`config.mk`:
```
export PLATFORM = sky130hd
export DESIGN_NAME = io_bridge
export DESIGN_NICKNAME = d
export VERILOG_FILES = /design/src/rtl/io_bridge_pkg.sv /design/src/rtl/io_bridge_fifo.sv /design/src/rtl/io_bridge.sv
export SDC_FILE = /design/constraint.sdc
export NUM_CORES = 1
export LEC_CHECK = 0
export BUFFER_PORTS_ARGS = -buffer_cell sky130_fd_sc_hd__buf_2
export CAP_MARGIN = 0
export CORE_MARGIN = 2
export CORE_UTILIZATION = 53
export DETAILED_ROUTE_END_ITERATION = 16
export GPL_ROUTABILITY_DRIVEN = 0
export PLACE_DENSITY = 0.81
export SLEW_MARGIN = 20
export SYNTH_ARGS = -nofsm -noshare
export SYNTH_HDL_FRONTEND = slang
export SYNTH_SLANG_ARGS = --single-unit
```
`constraint.sdc`:
```
create_clock -name clk_in -period 2.6 [get_ports clk_in]
set_input_delay 0.26 -clock clk_in [delete_from_list [all_inputs] [get_ports clk_in]]
set_output_delay 0.26 -clock clk_in [all_outputs]
set_load 0.03 [all_outputs]
```
`src/rtl/io_bridge_pkg.sv`:
```
// io_bridge_pkg: shared constants and types for the CPU memory-side bridge.
//   IO_BASE       - base of the memory-mapped I/O window (0x30000)
//   IO_PORT_IN    - port select for the RX data port (0x30000)
//   IO_PORT_CLK   - port select for the cycle counter / stop port (0x30004)
//   state_t       - bridge run state (RUN, DRAIN, HALT)
//   src_t         - source of cpu_din for the access registered last cycle
package io_bridge_pkg;

   localparam int MEM_DATA_BUS = 8;
   localparam int BYTE_W       = MEM_DATA_BUS;
   localparam int CPU_ADDR_W   = 32;
   localparam int RAM_ADDR_W   = 17;
   localparam int CNT_W        = 32;

   localparam logic [17:0] IO_BASE     = 18'h30000;
   localparam logic        IO_PORT_IN  = 1'b0;
   localparam logic        IO_PORT_CLK = 1'b1;

   typedef enum logic [1:0] {
      ST_RUN   = 2'd0,
      ST_DRAIN = 2'd1,
      ST_HALT  = 2'd2
   } state_t;

   typedef enum logic {
      SRC_RAM = 1'b0,
      SRC_IO  = 1'b1
   } src_t;

   // The I/O window occupies the top quarter of the decoded 256 KB space.
   function automatic logic is_io(input logic [17:0] a);
      return a[17:16] == IO_BASE[17:16];
   endfunction

endpackage

```
`src/rtl/io_bridge_fifo.sv`:
```
// fifo_byte: byte-wide synchronous FIFO, 2^DEPTH_LOG2 entries.
//   clk_in/rst_in  clock, asynchronous active-high reset
//   i_push/i_data  write request; accepted when not full, or when full
//                  and a pop happens in the same cycle
//   i_pop          read request; ignored when empty
//   o_data         current head (valid when ~o_empty)
//   o_full/o_empty occupancy flags
//   o_drop         a push was refused this cycle
module fifo_byte
   import io_bridge_pkg::*;
#(
   parameter int DEPTH_LOG2 = 3
) (
   input  logic              clk_in,
   input  logic              rst_in,
   input  logic              i_push,
   input  logic [BYTE_W-1:0] i_data,
   input  logic              i_pop,
   output logic [BYTE_W-1:0] o_data,
   output logic              o_full,
   output logic              o_empty,
   output logic              o_drop
);

   localparam int DEPTH = 1 << DEPTH_LOG2;

   logic [BYTE_W-1:0]     r_mem [DEPTH];
   logic [DEPTH_LOG2-1:0] r_wptr;
   logic [DEPTH_LOG2-1:0] r_rptr;
   logic [DEPTH_LOG2:0]   r_count;
   logic                  w_push_ok;
   logic                  w_pop_ok;

   // count can only reach DEPTH, so its MSB alone means full
   assign o_empty   = (r_count == '0);
   assign o_full    = r_count[DEPTH_LOG2];
   assign w_pop_ok  = i_pop & ~o_empty;
   assign w_push_ok = i_push & (~o_full | w_pop_ok);
   assign o_drop    = i_push & ~w_push_ok;
   assign o_data    = r_mem[r_rptr];

   always_ff @(posedge clk_in) begin
      if (w_push_ok) r_mem[r_wptr] <= i_data;
   end

   always_ff @(posedge clk_in or posedge rst_in) begin
      if (rst_in) begin
         r_wptr  <= '0;
         r_rptr  <= '0;
         r_count <= '0;
      end else begin
         if (w_push_ok) r_wptr <= r_wptr + 1'b1;
         if (w_pop_ok)  r_rptr <= r_rptr + 1'b1;
         case ({w_push_ok, w_pop_ok})
            2'b10:   r_count <= r_count + 1'b1;
            2'b01:   r_count <= r_count - 1'b1;
            default: r_count <= r_count;
         endcase
      end
   end

endmodule

```
`src/rtl/io_bridge.sv`:
```
// io_bridge: decodes CPU byte-bus accesses into RAM or the I/O window,
// serves RX/TX FIFOs and a free-running cycle counter, and generates the
// CPU ready (stall) signal.
//   clk_in, rst_in              clock, asynchronous active-high reset
//   cpu_a/cpu_wr/cpu_dout       CPU address, write flag, write data
//   cpu_din                     read data, one cycle after the address cycle
//   cpu_rdy                     0 stalls the CPU (combinational)
//   ram_a/ram_wr/ram_dout/ram_din  synchronous 128 KB RAM port
//   rx_data/rx_valid            UART receive push
//   tx_data/tx_valid/tx_ready   UART transmit handshake
//   program_stop                sticky: program ended and TX drained
//   rx_overflow                 sticky: an RX byte was dropped
module io_bridge
   import io_bridge_pkg::*;
#(
   parameter int RX_DEPTH_LOG2 = 3,
   parameter int TX_DEPTH_LOG2 = 3
) (
   input  logic                  clk_in,
   input  logic                  rst_in,
   input  logic [CPU_ADDR_W-1:0] cpu_a,
   input  logic                  cpu_wr,
   input  logic [BYTE_W-1:0]     cpu_dout,
   output logic [BYTE_W-1:0]     cpu_din,
   output logic                  cpu_rdy,
   output logic [RAM_ADDR_W-1:0] ram_a,
   output logic                  ram_wr,
   output logic [BYTE_W-1:0]     ram_dout,
   input  logic [BYTE_W-1:0]     ram_din,
   input  logic [BYTE_W-1:0]     rx_data,
   input  logic                  rx_valid,
   output logic [BYTE_W-1:0]     tx_data,
   output logic                  tx_valid,
   input  logic                  tx_ready,
   output logic                  program_stop,
   output logic                  rx_overflow
);

   state_t            r_state, w_state_nxt;
   src_t              r_src;
   logic [BYTE_W-1:0] r_io_data;
   logic [CNT_W-1:0]  r_cnt;
   logic [CNT_W-9:0]  r_latch;
   logic              r_rx_ovf;

   logic              w_io, w_port;
   logic [1:0]        w_byte;
   logic              w_rd_in, w_rd_clk, w_wr_clk, w_tx_need, w_stall;
   logic              w_rx_pop, w_rx_empty, w_rx_full, w_rx_drop;
   logic [BYTE_W-1:0] w_rx_head;
   logic              w_tx_push, w_tx_pop, w_tx_empty, w_tx_full, w_tx_drop;
   logic [BYTE_W-1:0] w_tx_wdata;
   logic              w_unused;

   // Address bits above 17 are not decoded.
   assign w_unused = ^cpu_a[CPU_ADDR_W-1:18] ^ w_rx_full ^ w_tx_drop;

   // ---------------- decode ----------------
   assign w_io      = is_io(cpu_a[17:0]);
   assign w_port    = cpu_a[2];
   assign w_byte    = cpu_a[1:0];
   assign w_rd_in   = w_io & ~cpu_wr & (w_port == IO_PORT_IN);
   assign w_rd_clk  = w_io & ~cpu_wr & (w_port == IO_PORT_CLK);
   assign w_wr_clk  = w_io &  cpu_wr & (w_port == IO_PORT_CLK);
   // A zero byte to the data port is a no-op; the stop port always pushes 0x00.
   assign w_tx_need = w_io & cpu_wr & ((w_port == IO_PORT_CLK) | (cpu_dout != '0));
   assign w_stall   = (w_rd_in & w_rx_empty) | (w_tx_need & w_tx_full);

   // ---------------- RAM path ----------------
   assign ram_a    = cpu_a[RAM_ADDR_W-1:0];
   assign ram_dout = cpu_dout;
   assign ram_wr   = cpu_wr & ~w_io & cpu_rdy;

   // ---------------- FIFOs ----------------
   assign w_rx_pop   = cpu_rdy & w_rd_in;
   assign w_tx_push  = cpu_rdy & w_tx_need;
   assign w_tx_wdata = w_wr_clk ? '0 : cpu_dout;
   assign tx_valid   = ~w_tx_empty;
   assign w_tx_pop   = tx_valid & tx_ready;

   fifo_byte #(.DEPTH_LOG2(RX_DEPTH_LOG2)) u_rx_fifo (
      .clk_in  (clk_in),
      .rst_in  (rst_in),
      .i_push  (rx_valid),
      .i_data  (rx_data),
      .i_pop   (w_rx_pop),
      .o_data  (w_rx_head),
      .o_full  (w_rx_full),
      .o_empty (w_rx_empty),
      .o_drop  (w_rx_drop)
   );

   fifo_byte #(.DEPTH_LOG2(TX_DEPTH_LOG2)) u_tx_fifo (
      .clk_in  (clk_in),
      .rst_in  (rst_in),
      .i_push  (w_tx_push),
      .i_data  (w_tx_wdata),
      .i_pop   (w_tx_pop),
      .o_data  (tx_data),
      .o_full  (w_tx_full),
      .o_empty (w_tx_empty),
      .o_drop  (w_tx_drop)
   );

   // ---------------- FSM ----------------
   always_ff @(posedge clk_in or posedge rst_in) begin
      if (rst_in) r_state <= ST_RUN;
      else        r_state <= w_state_nxt;
   end

   always_comb begin
      w_state_nxt  = r_state;
      cpu_rdy      = 1'b0;
      program_stop = 1'b0;
      case (r_state)
         ST_RUN: begin
            cpu_rdy = ~rst_in & ~w_stall;
            if (cpu_rdy & w_wr_clk) w_state_nxt = ST_DRAIN;
         end
         ST_DRAIN: begin
            if (w_tx_empty & ~tx_valid) w_state_nxt = ST_HALT;
         end
         ST_HALT: begin
            program_stop = 1'b1;
         end
         default: w_state_nxt = ST_RUN;
      endcase
   end

   // ---------------- counter, read path, sticky flags ----------------
   always_ff @(posedge clk_in or posedge rst_in) begin
      if (rst_in) begin
         r_cnt     <= '0;
         r_latch   <= '0;
         r_src     <= SRC_RAM;
         r_io_data <= '0;
         r_rx_ovf  <= 1'b0;
      end else begin
         r_cnt <= r_cnt + 1'b1;
         if (w_rx_drop) r_rx_ovf <= 1'b1;
         // Stalled accesses leave the read path untouched so a held
         // address replays cleanly once ready rises.
         if (cpu_rdy) begin
            r_src <= (w_io & ~cpu_wr) ? SRC_IO : SRC_RAM;
            if (w_rd_in) r_io_data <= w_rx_head;
            if (w_rd_clk) begin
               // Byte 0 freezes the upper 24 bits so a multi-byte read
               // observes a single counter value.
               case (w_byte)
                  2'd0: begin
                     r_io_data <= r_cnt[7:0];
                     r_latch   <= r_cnt[CNT_W-1:8];
                  end
                  2'd1:    r_io_data <= r_latch[7:0];
                  2'd2:    r_io_data <= r_latch[15:8];
                  default: r_io_data <= r_latch[23:16];
               endcase
            end
         end
      end
   end

   assign rx_overflow = r_rx_ovf;
   assign cpu_din     = rst_in ? '0 : ((r_src == SRC_IO) ? r_io_data : ram_din);

endmodule

```
# [Yosys cells after proc, flatten, opt, wreduce, memory -nomap -nowiden]
# Memories as Yosys holds them, arrays and structs flattened.
# Cells that the tools add are included.
[word_totals] mem_count=2 in_bits=61 ram_bits=128 wordCells=98 register_bits=88
[classes] eq_ne=11 muxes=18 add_sub_neg=9 reduce_logical=11 bitwise=35
[memory_table] name="u_rx_fifo.r_mem" words=8 word_bits=8 rd=1 rd_ports_with_merged_regs=0 wr=1 line="io_bridge_fifo.sv:27" source="logic [BYTE_W-1:0] r_mem [DEPTH];"
[memory_table] name="u_tx_fifo.r_mem" words=8 word_bits=8 rd=1 rd_ports_with_merged_regs=0 wr=1 line="io_bridge_fifo.sv:27"
[op_table] operator="two-way mux 8 bit" n=5
[op_table] operator="adder 32 x 1 -> 32 bit (second input constant)" n=1
[op_table] operator="one-hot mux 8 bit (3 select lines)" n=1
[op_table] operator="AND 1 bit" n=20
[op_table] operator="one-hot mux 4 bit (2 select lines)" n=2
[op_table] operator="adder 3 x 1 -> 3 bit (second input constant)" n=4
[op_table] operator="inverter 1 bit" n=11
[op_table] operator="equality test 2 bit (second input constant)" n=5
[op_table] operator="adder 4 x 1 -> 4 bit (second input constant)" n=2
[op_table] operator="equality test 2 x 1 -> 1 bit (second input constant)" n=4
[op_table] operator="zero test 4 bit" n=2
[op_table] operator="nonzero test 8 bit" n=1
[op_table] operator="subtractor 4 x 1 -> 4 bit (second input constant)" n=2
[op_table] operator="two-way mux 1 bit" n=7
[op_table] operator="one-hot mux 2 bit (3 select lines)" n=1
[op_table] operator="AND reduction 3 bit" n=2
[op_table] operator="nonzero test 2 bit" n=3
[op_table] operator="zero test 2 bit" n=2
[op_table] operator="two-way mux 2 bit" n=2
[op_table] operator="bitwise OR 1 bit" n=4
[op_table] operator="inequality test 2 x 1 -> 1 bit (second input constant)" n=1
[op_table] operator="inequality test 2 bit (second input constant)" n=1
[op_table] operator="AND reduction 2 bit" n=1

# [Longest topological paths before layout]
# Gate-level depths: netlist of run 1.
[depth] word_depth=14 mapped_depth=11 depth_no_buf=9

# [Hierarchy]
# Synthesis of run 1 repeated with hierarchy kept, for this count alone.
[unflattened] cells_unflattened=631 hier_area_um2=9854.5
[by_module_without_submodules] mod="fifo_byte" instances=2 cells_per_inst=162 area_each_um2=3121.7
[by_module_without_submodules] mod="io_bridge" instances=1 cells_per_inst=307 area_each_um2=3611.0

# [Least setup slack after synthesis of run 1]
# Ideal clock, no wire load.
[synth_path] path_kind="flip-flop to flip-flop" start="register u_tx_fifo.r_count[0]" end="register u_tx_fifo.r_count[3]" required_ns=2.520 path_buffers=1 path_stages_with_launch=11 arrival_time_ns=2.557 slack_ns=-0.037 synth_period_minus_slack_ns=2.637 cell_sequence="dfrtp_1 or4_1 clkbuf_1 nand2_1 inv_1 ha_1 ha_1 a21o_1 a21oi_1 mux2i_1 xnor2_1"
[synth_via] elab_chain_cells=8 elab_cells_between_ends=12 classes_between="add/sub: 2; eq/ne: 2; mux: 1; bitwise: 5; reduce/logical: 2"
[synth_rtl] item="start: declaration" line="io_bridge_fifo.sv:30" source="logic [DEPTH_LOG2:0] r_count;"
[synth_rtl] item="start signal: assignment" line="io_bridge_fifo.sv:55" source="2'b10: r_count <= r_count + 1'b1;"
[synth_rtl] item="start signal: assignment" line="io_bridge_fifo.sv:56" source="2'b01: r_count <= r_count - 1'b1;"
[synth_rtl] item="start signal: assignment" line="io_bridge_fifo.sv:57" source="default: r_count <= r_count;"
[synth_rtl] item="zero test 4 bit *" line="io_bridge_fifo.sv:35" source="assign o_empty = (r_count == '0);"
[synth_rtl] item="inverter 1 bit *" line="io_bridge.sv:78" source="assign tx_valid = ~w_tx_empty;"
[synth_rtl] item="via tx_valid" line="io_bridge.sv:33" source="output logic tx_valid,"
[synth_rtl] item="AND 1 bit" line="io_bridge.sv:79" source="assign w_tx_pop = tx_valid & tx_ready;"
[synth_rtl] item="AND 1 bit *" line="io_bridge_fifo.sv:37" source="assign w_pop_ok = i_pop & ~o_empty;"
[synth_rtl] item="via u_tx_fifo.w_pop_ok" line="io_bridge_fifo.sv:32" source="logic w_pop_ok;"
[synth_rtl] item="bitwise OR 1 bit" line="io_bridge_fifo.sv:38" source="assign w_push_ok = i_push & (~o_full | w_pop_ok);"
[synth_rtl] item="AND 1 bit" line="io_bridge_fifo.sv:38"
[synth_rtl] item="equality test 2 x 1 -> 1 bit or equality test 2 bit (tied branches)" line="io_bridge_fifo.sv:54" source="case ({w_push_ok, w_pop_ok})"
[synth_rtl] item="one-hot mux 4 bit (2 select lines) or nonzero test 2 bit (tied branches)"
# The timed path passes the listed nets; every way through them passes the cells marked *.
# A chain may end at the register's enable or synchronous reset.

# [Worst setup path in the final report of run 1]
[layout_path] start="register u_tx_fifo.r_rptr[1]" end="output tx_data[0]"
[layout_via] elab_chain_cells=1
[layout_rtl] item="start: declaration" line="io_bridge_fifo.sv:29" source="logic [DEPTH_LOG2-1:0] r_rptr;"
[layout_rtl] item="start signal: assignment" line="io_bridge_fifo.sv:53" source="if (w_pop_ok) r_rptr <= r_rptr + 1'b1;"
[layout_rtl] item="memory (8 x 8 bit)"
[layout_rtl] item="end: declaration" line="io_bridge.sv:32" source="output logic [BYTE_W-1:0] tx_data,"
# Every way passes these cells.

==> reports/qor.yml, run 1 <==
status: "finished clean"
hpwl_um: 12900
finClkSkew_ns: 0.00897
min-delay-start: "rx_data[3]"
port_buffers: 66
core_um2: 18000
path_cells: "mux4_2 > mux2_2 > buf_2"
dieArea_um2: 19400
p_switching_mw: 3.13
crit_required_ns: 2.34
drc_errors: 0
timing.reg2reg.setup_slack_ns: 0.11
cts_made_buffers: 22
synth_edf_count: 128
powerDensity_nw_per_um2: 945
hold_path_depth: 1
cts.sinks: 216
drive_gt1_frac: 0.289
drt-vias-per-instance: 5.84
ctsHoldBuffers: 0
hold_end: "u_rx_fifo.r_mem[6][3]$_DFFE_PP_"
ys_seq_elements: 216
crit_buf_inv: 1
p_leak_nw: 4.51
drv_cap: 0
synthFlopType: "edfxtp_1"
clockBufferDepth: 3
clk_pin_slew_ns: 0.06
setup_viol_count_final: 0
synth.avg_cell_area_um2: 14.8
seq_area_frac_synth: 0.622
hold_path.class: "input pin to register"
synth_top_area_frac: 0.396
root_buffer: "clkbuf_16"
r2r_cells: 9
switching_share: 0.298
routed-via-count: 5684
cts_tree: "built"
dp_slack_ns: -0.0383
synth_common_cells: "edfxtp_1, dfrtp_1, mux2i_1"
crit_type: "register to output port"
wl_per_cell_um: 20.0
synth_largest_area_cell: "edfxtp_1"
worstSetupEndpointType: "output port"
ir_drop_v: 0.000596
grt_remaining_overflow: 0
fmax_ghz: 0.397
hold_viol: 0
boundaryPins: 107
synth_area_leaders: "edfxtp_1, dfrtp_1, mux4_2, mux2i_1, mux2_4"
wl_um: 19500
drtAntennaViolNets: 0
worstReg2RegEnd: "u_tx_fifo.r_count[3]$_DFFE_PP0P_"
power_frac_seq: 0.417
syn_inst: 657
critPathTopFamily: "flip-flops"
synth_warnings: 0
cp_slowest_cell: "dfrtp_1"
clockPowerShare: 0.329
tightestPinTransition_ns: 0.810
grt_max_degree: 56
p_total_mw: 10.5
comb_power_share: 0.254
dr.pass1.iters: 5
nNetsFinal: 802
cp.arrival_ns: 2.26
place_area_um2: 10300
drt_iter0_drc: 405
post-route-period-util: 0.969
grt_pass1_vias: 5919
finish.utilization: 0.618
synth.net_count: 731
fp.dieH_um: 139
start_util: 0.541
grt_pass1_wl_um: 31200
ys_async_sr_fraction: 0.407
synth_area_um2: 9720
finalInstanceArea_um2: 11100
fin_crit_ns: 2.52
rsz0062_at_grt: "false"
num_rows: 49
hold_ws_ns: 0.0315
antenna_found_initial: 1
slew_viol_final: 0
worst_slack_ns: 0.0815
internal_power_mw: 7.37
synth_most_common_cell: "edfxtp_1"
crit_fanout: 18
die_x_um: 139
timing.rr.start: "u_tx_fifo.r_count[0]$_DFFE_PP0P_"
cts_max_level: 1
synthToLayoutAreaGrowth_pct: 14.3
cp-start-kind: "register"
synth.distinct_cells: 53
maxSlewHeadroom: 0.459
clock_latency_ns: 0.50
grtUsageTotal: 0.202
crit_path_max_incr_delay_ns: 0.86
[through the flow]
stage	TNS, ns	instances
5_1_grt	0	974
6_report	0	974
3_5_place_dp	-0.0383	933
2_1_floorplan	0	657
4_1_cts	0	973
3_3_place_gp	0	933
[flip-flops by register name (all words and copies together) (netlist names)]
register           flops
u_rx_fifo.r_count      4
r_latch               24
u_tx_fifo.r_rptr       3
r_state                2
u_tx_fifo.r_mem       64
u_tx_fifo.r_wptr       3
u_tx_fifo.r_count      4
r_io_data              8
u_rx_fifo.r_rptr       3
u_rx_fifo.r_mem       64
r_cnt                 32
r_src                  1
u_rx_fifo.r_wptr       3
rx_overflow            1
[kinds of logic (layout without fill, tap and decap cells)]
| logic type | count (synthesis) | after routing | share of synthesized area |
|---|---|---|---|
| AOI/OAI and AO/OA | 42 | 42 | 0.0332 |
| xor gates and xnor gates | 44 | 44 | 0.0397 |
| adders and majority gates | 13 | 13 | 0.0183 |
| buffers and inverters | 69 | 156 | 0.0402 |
| DFF | 216 | 216 | 0.622 |
| muxes | 104 | 104 | 0.151 |
| other | 0 | 1 | 0 |
| and+or+nand+nor | 169 | 169 | 0.0956 |
[layout make-up]
class / count / area (µm²)
Timing Repair Buffer: 100 / 602
Fill cell: 1244 / 6860
Clock buffer: 27 / 611
Inverter: 16 / 63.8
Multi-Input combinational cell: 372 / 3290
Clock inverter: 13 / 203
Sequential cell: 216 / 6050
Antenna cell: 1 / 2.50
Tap cell: 229 / 287
[worst max path at each step]
stage | start | end | cells after the start
after CTS | u_tx_fifo.r_count[0]$_DFFE_PP0P_ | u_tx_fifo.r_count[3]$_DFFE_PP0P_ | 9
after global routing | u_tx_fifo.r_count[0]$_DFFE_PP0P_ | u_tx_fifo.r_count[3]$_DFFE_PP0P_ | 9
final | u_tx_fifo.r_rptr[1]$_DFFE_PP0P_ | tx_data[0] | 3
after global placement | cpu_dout[4] | u_tx_fifo.r_count[3]$_DFFE_PP0P_ | 10
after detailed placement | cpu_dout[4] | u_tx_fifo.r_count[3]$_DFFE_PP0P_ | 10
after floorplan | u_tx_fifo.r_count[0]$_DFFE_PP0P_ | u_tx_fifo.r_count[3]$_DFFE_PP0P_ | 10
[routing by layer]
metal,up-vias,track usage,part of all wire
met5,-,0,0
met4,0,0.0606,0.024
met3,43,0.0354,0.069
met2,207,0.348,0.51
met1,2863,0.264,0.40
li1,2571,-,-
[cell usage in the layout (no fill, tap or decap), types with 3 or more instances in the layout]
cell       count
edfxtp_1     128
dfrtp_1       88
buf_2         66
mux2i_1       44
nor2_1        33
buf_4         32
nand2_1       28
nand3_1       25
xor2_1        24
mux4_2        24
clkbuf_16     23
mux2_4        21
xnor2_1       20
nor3_1        20
a22oi_1       16
inv_1         15
mux2_2        14
nor4_1        13
and2_1        11
ha_1          11
a31oi_1        8
and4_1         6
nand2b_1       6
nand4_1        5
bufinv_16      5
a21oi_1        4
or2_2          3
nor2b_1        3
clkinv_4       3
[worst reg2reg max path, cell delays in order, from the launching register on]
cell	delay, ns
dfrtp_1	0.42
or4_4	0.56
nand2_2	0.12
inv_1	0.05
ha_1	0.20
ha_1	0.28
a21o_1	0.20
a21oi_2	0.16
mux2i_1	0.25
xnor2_1	0.16
[power by group through the flow]
stage | logic, mW | clock network [mW] | registers (mW)
after floorplan | 2.12 | 0 | 4.25
after global placement | 2.50 | 0 | 4.41
after detailed placement | 2.61 | 0 | 4.44
after CTS | 2.67 | 3.49 | 4.37
after global routing | 2.88 | 3.64 | 4.42
final | 2.67 | 3.45 | 4.38
[timing repair]
action	CTS	global route
resized for setup	1	4
pin swaps	0	0
setup endpoints to repair	1	4
setup buffers	0	0
Note: power is estimated with default switching activity, not from simulation.
==> run 2: changes to the inputs <==
Clock period 2.6 ns to 2.1 ns, I/O delays scaled along.
==> run 2 against run 1 <==
The run now ends with setup timing left. Largest cell class unchanged. First-iteration DRC count grew 23%. Die area stayed put. Sequential power rose by 24%. Clock power grew 19%. Non-clock buffer count is 63 higher. Final cell count grew 6.5%. Routed wire length is 21% higher. Worst hold slack improved by 0.0098 ns. Critical path type is now register to register. Register-to-register slack worse by 0.37 ns. Highest routed layer unchanged. Global-route usage rose by 3.0 points. Combinational power rose by 82%.
==> reports/qor.yml, run 2 (synthesis gave the netlist of run 1 again) <==
diodes: 0  # was 1
finish.utilization: 0.676  # was 0.618
powerDensity_nw_per_um2: 1180  # was 945 nW/µm²
path_cells: "or3_4 > o31ai_4 > nand2_4 > ha_4 > ha_4 > a21o_1 > a21oi_2 > mux2i_1 > xnor2_1"  # was mux4_2 > mux2_2 > buf_2
worstSetupEndpointType: "register"  # was output port
final_common_cell: "edfxtp_1"  # unchanged
nNetsFinal: 866  # was 802
crit_fanout: 4  # was 18
place_area_um2: 10700  # was 10,300 µm²
fin_crit_ns: 2.36
cts_max_level: 1  # unchanged
root_buffer: "clkbuf_16"  # unchanged
worstSetupStartpoint: "r_state[0]$_DFFE_PP0P_"  # was u_tx_fifo.r_rptr[1]$_DFFE_PP0P_
hold_viol: 0  # unchanged
slew_viol_final: 0  # unchanged
port_buffers: 66  # unchanged
cts_tree: "built"  # unchanged
status: "complete, but fails checks"  # was finished clean
synthToLayoutAreaGrowth_pct: 25.0  # was 14.3%
wl_um: 23600  # was 19,500 µm
setup_viol_count_final: 31  # was 0
timing.reg2reg.setup_slack_ns: -0.26  # was 0.11 ns
start_util: 0.541  # unchanged
met1_usage: 0.300  # was 0.264
rsz0062_at_grt: "true"  # was false
most-common-layout-cells: "edfxtp_1, dfrtp_1, buf_4"  # was edfxtp_1, dfrtp_1, buf_2
critical_path.endpoint: "u_rx_fifo.r_count[3]$_DFFE_PP0P_"  # was tx_data[0]
fmax_ghz: 0.424
use_met2: 0.404  # was 0.348
dr.pass1.iters: 4  # was 5
grt_remaining_overflow: 0  # unchanged
fp.dieH_um: 139  # unchanged
r2r_cells: 9  # unchanged
worstReg2RegEnd: "u_rx_fifo.r_count[3]$_DFFE_PP0P_"  # was u_tx_fifo.r_count[3]$_DFFE_PP0P_
cp.arrival_ns: 2.78  # was 2.26 ns
finalInstanceArea_um2: 12100  # was 11,100 µm²
cts_made_buffers: 23  # was 22
boundaryPins: 107  # unchanged
instances_no_fill: 1037  # was 974
p_leak_nw: 4.93  # was 4.51 nW
post-route-period-util: 1.12
grtUsageTotal: 0.232  # was 0.202
finClkSkew_ns: 0.0174  # was 0.00897 ns
timing.rr.start: "r_state[0]$_DFFE_PP0P_"  # was u_tx_fifo.r_count[0]$_DFFE_PP0P_
drc_errors: 0  # unchanged
crit_type: "register to register"  # was register to output port
dp_cells: 962  # was 933
crit_required_ns: 2.52  # was 2.34 ns
largestRegisters: "u_rx_fifo.r_mem: 64 flops, u_tx_fifo.r_mem: 64 flops, r_cnt: 32 flops"  # unchanged
crit_path_max_incr_delay_ns: 0.46  # was 0.86 ns
drtAntennaViolNets: 0  # unchanged
path_common_cell: "ha_4"
core_um2: 18000  # unchanged
grt_pass1_vias: 6313  # was 5,919
grt_max_degree: 69  # was 56
cp_slowest_cell: "or3_4"  # was dfrtp_1
cp-start-kind: "register"  # unchanged
met3_usage: 0.0327  # was 0.0354
drv_cap: 0  # unchanged
hold_ws_ns: 0.0413  # was 0.0315 ns
grt_pass1_wl_um: 35200  # was 31,200 µm
antenna_found_initial: 0  # was 1
ir_drop_v: 0.00129  # was 0.000596 V
cts.sinks: 216  # unchanged
clk_pin_slew_ns: 0.07  # was 0.06 ns
drive_gt1_frac: 0.377  # was 0.289
hpwl_um: 13700  # was 12,900 µm
violations: "setup timing"
tightestPinTransition_ns: 0.729  # was 0.810 ns
clock_latency_ns: 0.50  # about the same
die_x_um: 139  # unchanged
clockBufferDepth: 3  # unchanged
num_rows: 49  # unchanged
worst_slack_ns: -0.258  # was 0.0815 ns
wl_per_cell_um: 22.8  # was 20.0 µm
maxSlewHeadroom: 0.512  # was 0.459
drt_iter0_drc: 500  # was 405
routed-via-count: 6138  # was 5,684
dieArea_um2: 19400  # unchanged
top_usage_layer: "met2"  # unchanged
hold_path.class: "input pin to asynchronous set/reset pin"  # was input pin to register
drt-vias-per-instance: 5.92  # was 5.84
==> run 2: cell types whose count changed in the layout (fill, tap and decap cells not counted), moves of 6 or more <==
cell	before	now
buf_12	1	11
buf_2	66	56
buf_4	32	65
buf_6	1	20
dlygate4sd3_1	0	8
ha_1	11	5
ha_4	0	6
mux2_2	14	8
mux2_4	21	27
nor4_1	13	6
==> run 2: area by class of cell <==
class	count	area, µm²
clock buffer	27	611
clock inverter	14	163
fill	1079	5820
inverter	16	68.8
multi-input combinational	372	3610
sequential	216	6050
tap	229	287
timing repair buffer	163	1360
==> run 2: power by group <==
group	internal (mW)	leakage [nW]	switching (mW)
Sequential	4.95	2.30	0.488
Clock	2.46	0.362	1.63
Combinational	2.39	2.26	2.47
Total	9.80	4.93	4.58
==> run 2: worst min path at each step <==
stage                                            to  depth (start not counted)       start
floorplan           u_rx_fifo.r_mem[0][0]$_DFFE_PP_                          0  rx_data[0]
global placement                          ram_a[13]                          0   cpu_a[13]
detailed placement                        ram_a[13]                          0   cpu_a[13]
CTS                               r_src$_DFFE_PP0N_                          4      rst_in
global route                      r_src$_DFFE_PP0N_                          4      rst_in
finish                            r_src$_DFFE_PP0N_                          4      rst_in
==> run 2: what timing repair did <==
item | in CTS | in global routing
hold buffers | 8 | 0
setup endpoints to repair | 112 | 80
gates resized for setup | 56 | 23
hold endpoints to repair | 64 | 0
pin swaps | 22 | 9
setup buffers | 17 | 10
gates cloned | 0 | 3
==> run 2: per-stage QoR <==
stage                     setup TNS (ns)  total power [mW]  worst slack (ns)
after detailed placement           -7.66              9.23            -0.407
after global routing               -6.86              14.9            -0.337
after global placement             -3.61              9.02            -0.332
final                              -3.78              14.4            -0.258
after floorplan                   -26.71              8.04            -0.454
after CTS                          -2.93              13.8            -0.216
==> run 2: routing by layer <==
metal	vias up	part of all wire	wire length (µm)
met5	-	0	0
met1	3112	0.39	9110
met4	0	0.037	865
li1	2690	-	-
met3	70	0.059	1400
met2	266	0.52	12200
==> run 2: critical path, delay by kind of cell, from the launching register on <==
kind	cells	cell delay, ns
flops	1	0.40
xor+xnor	1	0.13
simple gates	2	0.56
mux	1	0.23
compound gates	3	0.55
fa+ha+maj	2	0.41
